[src/rtl/uart2eeprom_wr_control.sv]
// uart2eeprom_wr_control: parses {EE C0, addr[23:0], num, num data bytes} from the UART rx
// stream, buffers the payload, issues one page-write request to the IIC byte controller and
// serves the buffered bytes to it on demand.
// Optional feature macro: UART2EE_WR_ACK_EN (send ACK_BYTE to the PC after the write completes).
module uart2eeprom_wr_control #(
    parameter int unsigned  MAX_BYTE_NUM = 64,
    parameter logic [7:0]   ACK_BYTE     = 8'hAA,
    localparam int unsigned NW           = $clog2(MAX_BYTE_NUM)
) (
    input  logic          clk,
    input  logic          rst_n,
    input  logic [7:0]    rx_data,
    input  logic          rx_data_valid,
    output logic          wr_byte_req,
    output logic [NW-1:0] wr_byte_num_sub1,
    output logic [23:0]   wr_byte_addr,
    output logic [7:0]    wr_byte_data,
    input  logic          wr_byte_data_req,
    input  logic          wr_byte_busy,
    output logic          cmd_err,
    input  logic          tx_data_ready,
    output logic [7:0]    tx_data,
    output logic          tx_data_req
);

    typedef enum logic [3:0] {
        StIdle, StHdr, StA2, StA1, StA0, StNum, StData, StDiscard, StWrReq, StWrWait
`ifdef UART2EE_WR_ACK_EN
        , StAckReq, StAckWait
`endif
    } state_e;

    state_e          state_q, state_d;
    logic [23:0]     addr_q, addr_d;
    logic [NW-1:0]   num_sub1_q, num_sub1_d;
    logic [NW-1:0]   wr_ptr_q, wr_ptr_d;
    logic [NW-1:0]   rd_ptr_q, rd_ptr_d;
    logic [7:0]      cnt_q, cnt_d;
    logic            cmd_err_q, cmd_err_d;
    logic            req_q, req_d;
    logic            mem_we;
    logic [7:0]      mem_q [MAX_BYTE_NUM];

    // Third flop holds the previous synced value so edges are seen, not levels: a stale busy
    // from an op still running after reset must not be mistaken for acceptance.
    logic            busy_s1_q, busy_s2_q, busy_s3_q;
    logic            busy_rise, busy_fall;

    assign busy_rise = busy_s2_q & ~busy_s3_q;
    assign busy_fall = ~busy_s2_q & busy_s3_q;

`ifdef UART2EE_WR_ACK_EN
    logic            rdy_s1_q, rdy_s2_q, rdy_s3_q;
    logic            rdy_rise, rdy_fall;
    logic            tx_req_q, tx_req_d;
    logic [7:0]      tx_data_q, tx_data_d;

    assign rdy_rise = rdy_s2_q & ~rdy_s3_q;
    assign rdy_fall = ~rdy_s2_q & rdy_s3_q;
`else
    logic            unused_tx_data_ready;
    assign unused_tx_data_ready = tx_data_ready;
`endif

    // Next-state, parse datapath and registered-output decode
    always_comb begin
        state_d    = state_q;
        addr_d     = addr_q;
        num_sub1_d = num_sub1_q;
        wr_ptr_d   = wr_ptr_q;
        rd_ptr_d   = rd_ptr_q;
        cnt_d      = cnt_q;
        cmd_err_d  = 1'b0;
        mem_we     = 1'b0;
        unique case (state_q)
            StIdle: if (rx_data_valid && rx_data == 8'hEE) state_d = StHdr;
            StHdr: begin
                if (rx_data_valid) begin
                    if (rx_data == 8'hC0)      state_d = StA2;
                    else if (rx_data != 8'hEE) state_d = StIdle;
                end
            end
            StA2: if (rx_data_valid) begin addr_d[23:16] = rx_data; state_d = StA1; end
            StA1: if (rx_data_valid) begin addr_d[15:8]  = rx_data; state_d = StA0; end
            StA0: if (rx_data_valid) begin addr_d[7:0]   = rx_data; state_d = StNum; end
            StNum: begin
                if (rx_data_valid) begin
                    if (rx_data == 8'h00) begin
                        cmd_err_d = 1'b1;
                        state_d   = StIdle;
                    end else if ({1'b0, rx_data} > 9'(MAX_BYTE_NUM)) begin
                        cmd_err_d = 1'b1;
                        cnt_d     = rx_data;
                        state_d   = StDiscard;
                    end else begin
                        num_sub1_d = NW'(rx_data - 8'd1);
                        wr_ptr_d   = '0;
                        state_d    = StData;
                    end
                end
            end
            StData: begin
                if (rx_data_valid) begin
                    mem_we   = 1'b1;
                    wr_ptr_d = wr_ptr_q + 1'b1;
                    if (wr_ptr_q == num_sub1_q) begin
                        rd_ptr_d = '0;
                        state_d  = StWrReq;
                    end
                end
            end
            // Oversized payload is swallowed so its bytes are never taken as a header
            StDiscard: begin
                if (rx_data_valid) begin
                    cnt_d = cnt_q - 8'd1;
                    if (cnt_q == 8'd1) state_d = StIdle;
                end
            end
            StWrReq: if (busy_rise) state_d = StWrWait;
`ifdef UART2EE_WR_ACK_EN
            StWrWait:  if (busy_fall) state_d = StAckReq;
            StAckReq:  if (rdy_fall)  state_d = StAckWait;
            StAckWait: if (rdy_rise)  state_d = StIdle;
`else
            StWrWait:  if (busy_fall) state_d = StIdle;
`endif
            default: state_d = StIdle;
        endcase

        // Controller pulls bytes; pointer sticks on the last byte for surplus strobes
        if (wr_byte_data_req && (state_q == StWrReq || state_q == StWrWait) &&
            rd_ptr_q != num_sub1_q) begin
            rd_ptr_d = rd_ptr_q + 1'b1;
        end

        req_d = (state_d == StWrReq);
`ifdef UART2EE_WR_ACK_EN
        tx_req_d  = (state_d == StAckReq);
        tx_data_d = (state_d == StAckReq) ? ACK_BYTE : tx_data_q;
`endif
    end

    // FSM state, control registers, registered outputs and input synchronisers
    always_ff @(posedge clk or negedge rst_n) begin
        if (!rst_n) begin
            state_q    <= StIdle;
            addr_q     <= '0;
            num_sub1_q <= '0;
            wr_ptr_q   <= '0;
            rd_ptr_q   <= '0;
            cnt_q      <= '0;
            cmd_err_q  <= 1'b0;
            req_q      <= 1'b0;
            busy_s1_q  <= 1'b0;
            busy_s2_q  <= 1'b0;
            busy_s3_q  <= 1'b0;
`ifdef UART2EE_WR_ACK_EN
            tx_req_q   <= 1'b0;
            tx_data_q  <= '0;
            rdy_s1_q   <= 1'b0;
            rdy_s2_q   <= 1'b0;
            rdy_s3_q   <= 1'b0;
`endif
        end else begin
            state_q    <= state_d;
            addr_q     <= addr_d;
            num_sub1_q <= num_sub1_d;
            wr_ptr_q   <= wr_ptr_d;
            rd_ptr_q   <= rd_ptr_d;
            cnt_q      <= cnt_d;
            cmd_err_q  <= cmd_err_d;
            req_q      <= req_d;
            busy_s1_q  <= wr_byte_busy;
            busy_s2_q  <= busy_s1_q;
            busy_s3_q  <= busy_s2_q;
`ifdef UART2EE_WR_ACK_EN
            tx_req_q   <= tx_req_d;
            tx_data_q  <= tx_data_d;
            rdy_s1_q   <= tx_data_ready;
            rdy_s2_q   <= rdy_s1_q;
            rdy_s3_q   <= rdy_s2_q;
`endif
        end
    end

    // Payload buffer; contents are don't-care after reset
    always_ff @(posedge clk) begin
        if (mem_we) mem_q[wr_ptr_q] <= rx_data;
    end

    assign wr_byte_req      = req_q;
    assign wr_byte_num_sub1 = num_sub1_q;
    assign wr_byte_addr     = addr_q;
    assign wr_byte_data     = mem_q[rd_ptr_q];
    assign cmd_err          = cmd_err_q;
`ifdef UART2EE_WR_ACK_EN
    assign tx_data_req      = tx_req_q;
    assign tx_data          = tx_data_q;
`else
    assign tx_data_req      = 1'b0;
    assign tx_data          = '0;
`endif

endmodule
[config.mk]
export PLATFORM = sky130hd
export DESIGN_NAME = uart2eeprom_wr_control
export DESIGN_NICKNAME = d
export VERILOG_FILES = /design/src/rtl/uart2eeprom_wr_control.sv
export SDC_FILE = /design/constraint.sdc
export NUM_CORES = 1
export LEC_CHECK = 0
export ABC_AREA = 1
export CAP_MARGIN = 15
export CORE_MARGIN = 3
export CORE_UTILIZATION = 45
export DETAILED_ROUTE_END_ITERATION = 8
export HOLD_SLACK_MARGIN = 0.05
export PLACE_DENSITY_LB_ADDON = 0.15
export SETUP_SLACK_MARGIN = 0.05
export SYNTH_ARGS = -nofsm -noshare
export SYNTH_HDL_FRONTEND = slang
export SYNTH_SLANG_ARGS = --single-unit
[constraint.sdc]
create_clock -name clk -period 1.9 [get_ports clk]
set_clock_uncertainty 0.2 [all_clocks]
set_input_delay 0.19 -clock clk [delete_from_list [all_inputs] [get_ports clk]]
set_output_delay 0.19 -clock clk [all_outputs]
set_load 0.01 [all_outputs]
* After elaboration in Yosys (flattened, before gate mapping) *
Memory sizes are Yosys's and may differ from the RTL's.
Cells that the tools add are included.

word-level totals
  RAM bits = 512
  latch bits = 0
  memories kept = 1
  bits of input ports = 14
  logic and storage cells = 104
  memory bits (read-only) = 0
  output and inout port bits = 49
  register bits after elaboration = 59

memory list
  name   depth  width  rd ports  clocked after memory_dff  wr ports  line  source
  mem_q  64     8      1         0                         1         42    logic [7:0] mem_q [MAX_BYTE_NUM];

cells by class
  multipliers = 0
  reduce and logical (&&, ||, !) cells = 18
  bitwise gates (word level) = 6
  magnitude comparators = 1
  add/subtract/negate cells = 4
  muxes and demuxes = 39
  equal/unequal tests = 22
  shift operators = 0
  div/mod/pow operators = 0

operator list
  kind                                                           number
  two-way mux 4 bit                                              14
  two-way mux 6 bit                                              8
  case mux 4 bit (10 select lines)                               1
  two-way mux 8 bit                                              4
  equality test 4 x 3 -> 1 bit, second input constant            4
  equality test 8 bit, second input constant                     2
  case mux 8 bit (2 select lines)                                1
  adder 6 x 1 -> 6 bit, second input constant                    2
  equality test 4 bit, second input constant                     3
  inequality test 2 bit, second input constant                   6
  case mux 6 bit (2 select lines)                                1
  AND reduction 5 bit                                            2
  nonzero test 2 bit                                             5
  two-way mux 1 bit                                              9
  equality test 4 x 2 -> 1 bit, second input constant            2
  equality test 8 x 1 -> 1 bit, second input constant            1
  greater-than comparator 8 x 7 -> 1 bit, second input constant  1
  logical NOT 8 bit                                              1
  inequality test 8 bit, second input constant                   1
  subtractor 8 x 1 -> 8 bit, second input constant               1
  equality test 6 bit                                            1
  inequality test 6 bit                                          1
  AND reduction 2 bit                                            3
  subtractor 6 x 1 -> 6 bit, second input constant               1
  9 further kinds                                                15

* Longest topological paths before layout *
  word-level depth = 6
  mapped depth = 13
  depth with buffers taken out = 12

* Worst setup path before layout *
No wires, ideal clock.

  path kind = reg2reg
  start point = register state_q[3]
  end point = memory mem_q[13][0], enable pin
  library setup time = 370 ps
  data required time = 1330 ps
  cell stages (with the launch flop) = 8
  arrival time = 1489 ps
  slack = -160 ps
  cells stage by stage = dfrtp_1 -> nor2_4 -> nand2_2 -> clkinv_2 -> nand2_2 -> inv_2 -> nand4_2 -> nor2_1

between the ends
  word-level cells in the longest chain between the ends = 4

RTL lines
  what                                     line  source
  start, declared                          33    state_e state_q, state_d;
  start signal, assigned                   146   state_q <= StIdle;
  start signal, assigned                   165   state_q <= state_d;
  equality test 4 x 3 -> 1 bit             75    unique case (state_q)
  two-way mux 1 bit                        75
  two-way mux 1 bit                        188   if (mem_we) mem_q[wr_ptr_q] <= rx_data;
  two-way mux 1 bit (implied by the code)  188
  end, declared                            42

No other way between the ends.

* Worst setup path after layout *
  start point = register rd_ptr_q[0]
  end point = output wr_byte_data[7]

between the ends
  word-level cells in the longest chain between the ends = 1

RTL lines
  what                    line  source
  start, declared         37    logic [NW-1:0] rd_ptr_q, rd_ptr_d;
  start signal, assigned  169   rd_ptr_q <= rd_ptr_d;
  memory (64 x 8 bit)     n/a
  end, declared           17    output logic [7:0] wr_byte_data,

No other way between the ends.

==> impl_metrics.yaml <==
drt:
  routed_wirelength_um: 71580
  drt_pass1_iterations: 7
  via_count: 17610
  initialDrtViolationCount: 1744
  postRouteAntennaNets: 0
  drt-vias-per-instance: 5.475
  drc: 0
  wire_per_inst_um: 22.26
sta:
  finalSetupTns_ps: -10830
  rsz0062_at_grt: "true"
  fmax_mhz: 337.6
  slew_viol_final: 0
  finalCriticalPeriod_ps: 2962
  finalHoldViolCount: 0
  worst_slew_pin_slew_ps: 916.8
  setup_viol: 77
  slew_headroom_pct: 38.88
  layout_setup_ws_ps: -1062
  fin_crit_sh_pct: 155.9
power:
  p_per_area_nw_per_um2: 946.1
  pwr-share-comb_pct: 13.6
  p_leak_nw: 12.22
  vdd_drop_max_mv: 0.7976
  p_switching_w: 0.007726
  clkPwrFrac_pct: 37.8
  seqPwrFrac_pct: 48.6
  intPower_w: 0.02222
  swShare_pct: 25.80
  fin_total_pwr_w: 0.02995
logic_synthesis:
  ys.flop_type: "edfxtp_1"
  synth_top_area_share_pct: 63.70
  yosys.area.top_type: "edfxtp_1"
  synth_area_leaders: "edfxtp_1 64%, nand2_1 13%, nand3_1 6.6%"
  yosysSeqAreaShare_pct: 69.82
  synthesis.area_sq_um: 24130
  syn_inst: 2213
  synthArstFlopShare_pct: 10.33
  synth_warnings: 0
  synth-seq-cells: 571
  yosysUniqueCellTypes: 39
  synth_edf_count: 512
  syn_area_per_cell_sq_um: 10.91
floorplanning:
  start_util_pct: 45.74
  die_w_um: 237.6
  ios: 63
  rows: 84
  design.core.area_sq_um: 52760
  die-area_sq_um: 56450
  die_h_um: 237.6
global_routing:
  grt_pass1_wl_um: 107300
  grt-ovfl-total: 0
  antenna_found_initial: 3
  grt_max_degree: 66
  grt_pass1_vias: 17230
  grt.total_usage_pct: 25.28
critical_path:
  cp-end-kind: "primary output"
  crit_chain: "buf_12 > inv_16 > buf_12 > buf_16 > nand2_1 > nand3_1 > nand3_2 > nand3_4 > nand3_2 > nand2_2 > nand2_4 > nand2_4 > buf_6"
  max_stage_delay_ps: 560
  critPathRequiredTime_ps: 1510
  worstPathMaxFanout: 6
  cp.buffers_inverters: 5
  path_depth: 13
  path_delay_family: "simple AND/OR/NAND/NOR gates"
  cp_slowest_cell: "dfrtp_4"
  reg2regPathDepth: 10
  startpoint_type: "flip-flop"
  arrival_ps: 2570
  criticalPathCategory: "reg2out"
placement:
  dpl_cell_area_sq_um: 27020
  portBuffers: 52
  gp_congestion: 0.9200
  hpwl_um: 42450
min_path:
  worstHoldPathCells: 0
  hold_class: "reg2reg"
clock_tree:
  cts-buffers-inserted: 57
  clock-sinks: 571
  clk_latency_ps: 620
  cts_root_buf: "clkbuf_16"
  clock_tree.buffer_depth: 3
  clkTransAtPathRegs_ps: 60
  cts_tree: "built"
  h-tree-depth: 2
cells_and_area:
  drive_gt1_share_pct: 26.39
  final_area_sq_um: 31650
  mostFrequentLayoutCell: "nand2_1"
  syn_to_final_growth_pct: 31.15
  final_cell_mix: "788 x nand2_1, 512 x edfxtp_1, 222 x nand3_1"
  finalNetCount: 2501
run_status:
  status: "finished, violations left"
  violations: "negative setup slack"
flow_run:
  max_cap_viol_count: 0
[timing repair]
item,4_1_cts,5_1_grt
gates cloned,16,3
gates resized for setup,327,187
buffers inserted,27,9
hold buffers,13,0
setup endpoints to repair,483,538
pin swaps,69,56
endpoints found under the hold margin,227,0
[final timing paths]
check                            startpoint               to  slack, ps
worst max-delay path            rd_ptr_q[0]  wr_byte_data[7]      -1060
worst min-delay path              busy_s1_q        busy_s2_q        150
worst max register to register  rd_ptr_q[0]      rd_ptr_q[0]       -310
worst min register to register    busy_s1_q        busy_s2_q        150
max in group asynchronous             rst_n      rd_ptr_q[0]        390
min in group asynchronous             rst_n      wr_ptr_q[0]        460
[final cells by class]
cell class                      count  area [sq um]
Clock buffer                       66          1481
Tap cell                          688         860.8
Clock inverter                     39         387.9
Sequential cell                   571         16860
Timing Repair Buffer              321          3867
Antenna cell                        1         2.502
Multi-Input combinational cell   1476          7934
Timing Repair inverter              2         25.02
Fill cell                        4214         21110
Inverter                           52         230.2
[worst register-to-register path: cells and delay by family, from the launching register on]
family	cells	cell delay [ps]
compound gates	1	140
simple gates	4	370
xor+xnor	1	140
buf+inv	4	690
flops	1	560
[layer usage]
| metal | wire length [um] | global-route usage [%] | vias up |
|---|---|---|---|
| li1 | - | - | 8125 |
| met5 | 13 | 0 | - |
| met4 | 2227 | 7.928 | 2 |
| met1 | 29990 | 35.74 | 8571 |
| met3 | 5524 | 4.119 | 130 |
| met2 | 33820 | 40.50 | 779 |
[synthesized netlist by cell type, types with 3 or more instances]
cell type	n
a21oi_1	68
buf_1	3
buf_2	60
buf_4	41
buf_6	4
clkbuf_1	14
dfrtp_1	59
edfxtp_1	512
ha_1	6
inv_1	39
inv_2	10
nand2_1	853
nand2_2	5
nand3_1	316
nand4_1	4
nor2_1	110
nor2_2	3
nor2_4	3
nor3_1	7
o21ai_0	47
o21ai_1	9
o21ai_2	4
xor2_1	14
[power by group through the flow]
stage | sequential [W] | clock (W) | combinational (W)
2_1_floorplan | 0.0148 | 0 | 0.00166
3_3_place_gp | 0.0148 | 0 | 0.00357
3_5_place_dp | 0.0148 | 0 | 0.00364
4_1_cts | 0.0145 | 0.0115 | 0.00371
5_1_grt | 0.0146 | 0.0120 | 0.00442
6_report | 0.0145 | 0.0113 | 0.00408
[cell families after synthesis]
family | Yosys count | share of synthesized area, %
simple gates | 1308 | 22.43
flops | 571 | 69.82
buf+inv | 174 | 3.795
compound gates | 137 | 3.043
xor+xnor | 16 | 0.5807
fa+ha+maj | 6 | 0.3110
other cells | 1 | 0.01554
[registers in the layout, indices dropped and copies added (netlist names)]
register and flops:
wr_byte_req 1, wr_byte_num_sub1 6, rd_ptr_q 6, cmd_err 1, busy_s2_q 1, mem_q 512
wr_byte_addr 24, busy_s3_q 1, wr_ptr_q 6, state_q 4, cnt_q 8, busy_s1_q 1
[stage by stage]
step / setup slack, ps / hold slack, ps / utilization [%] / instances
final: -1062 / 148.7 / 59.99 / 3216
after global routing: -1128 / 156.6 / 59.99 / 3216
after CTS: -1041 / 130.9 / 58.35 / 3204
after detailed placement: -961.4 / -49.05 / 51.21 / 3043
after global placement: -946.9 / -52.87 / 51.21 / 3043
after floorplan: -69.14 / -305.6 / - / 2221
No activity file was read; power rests on OpenSTA's default activity.
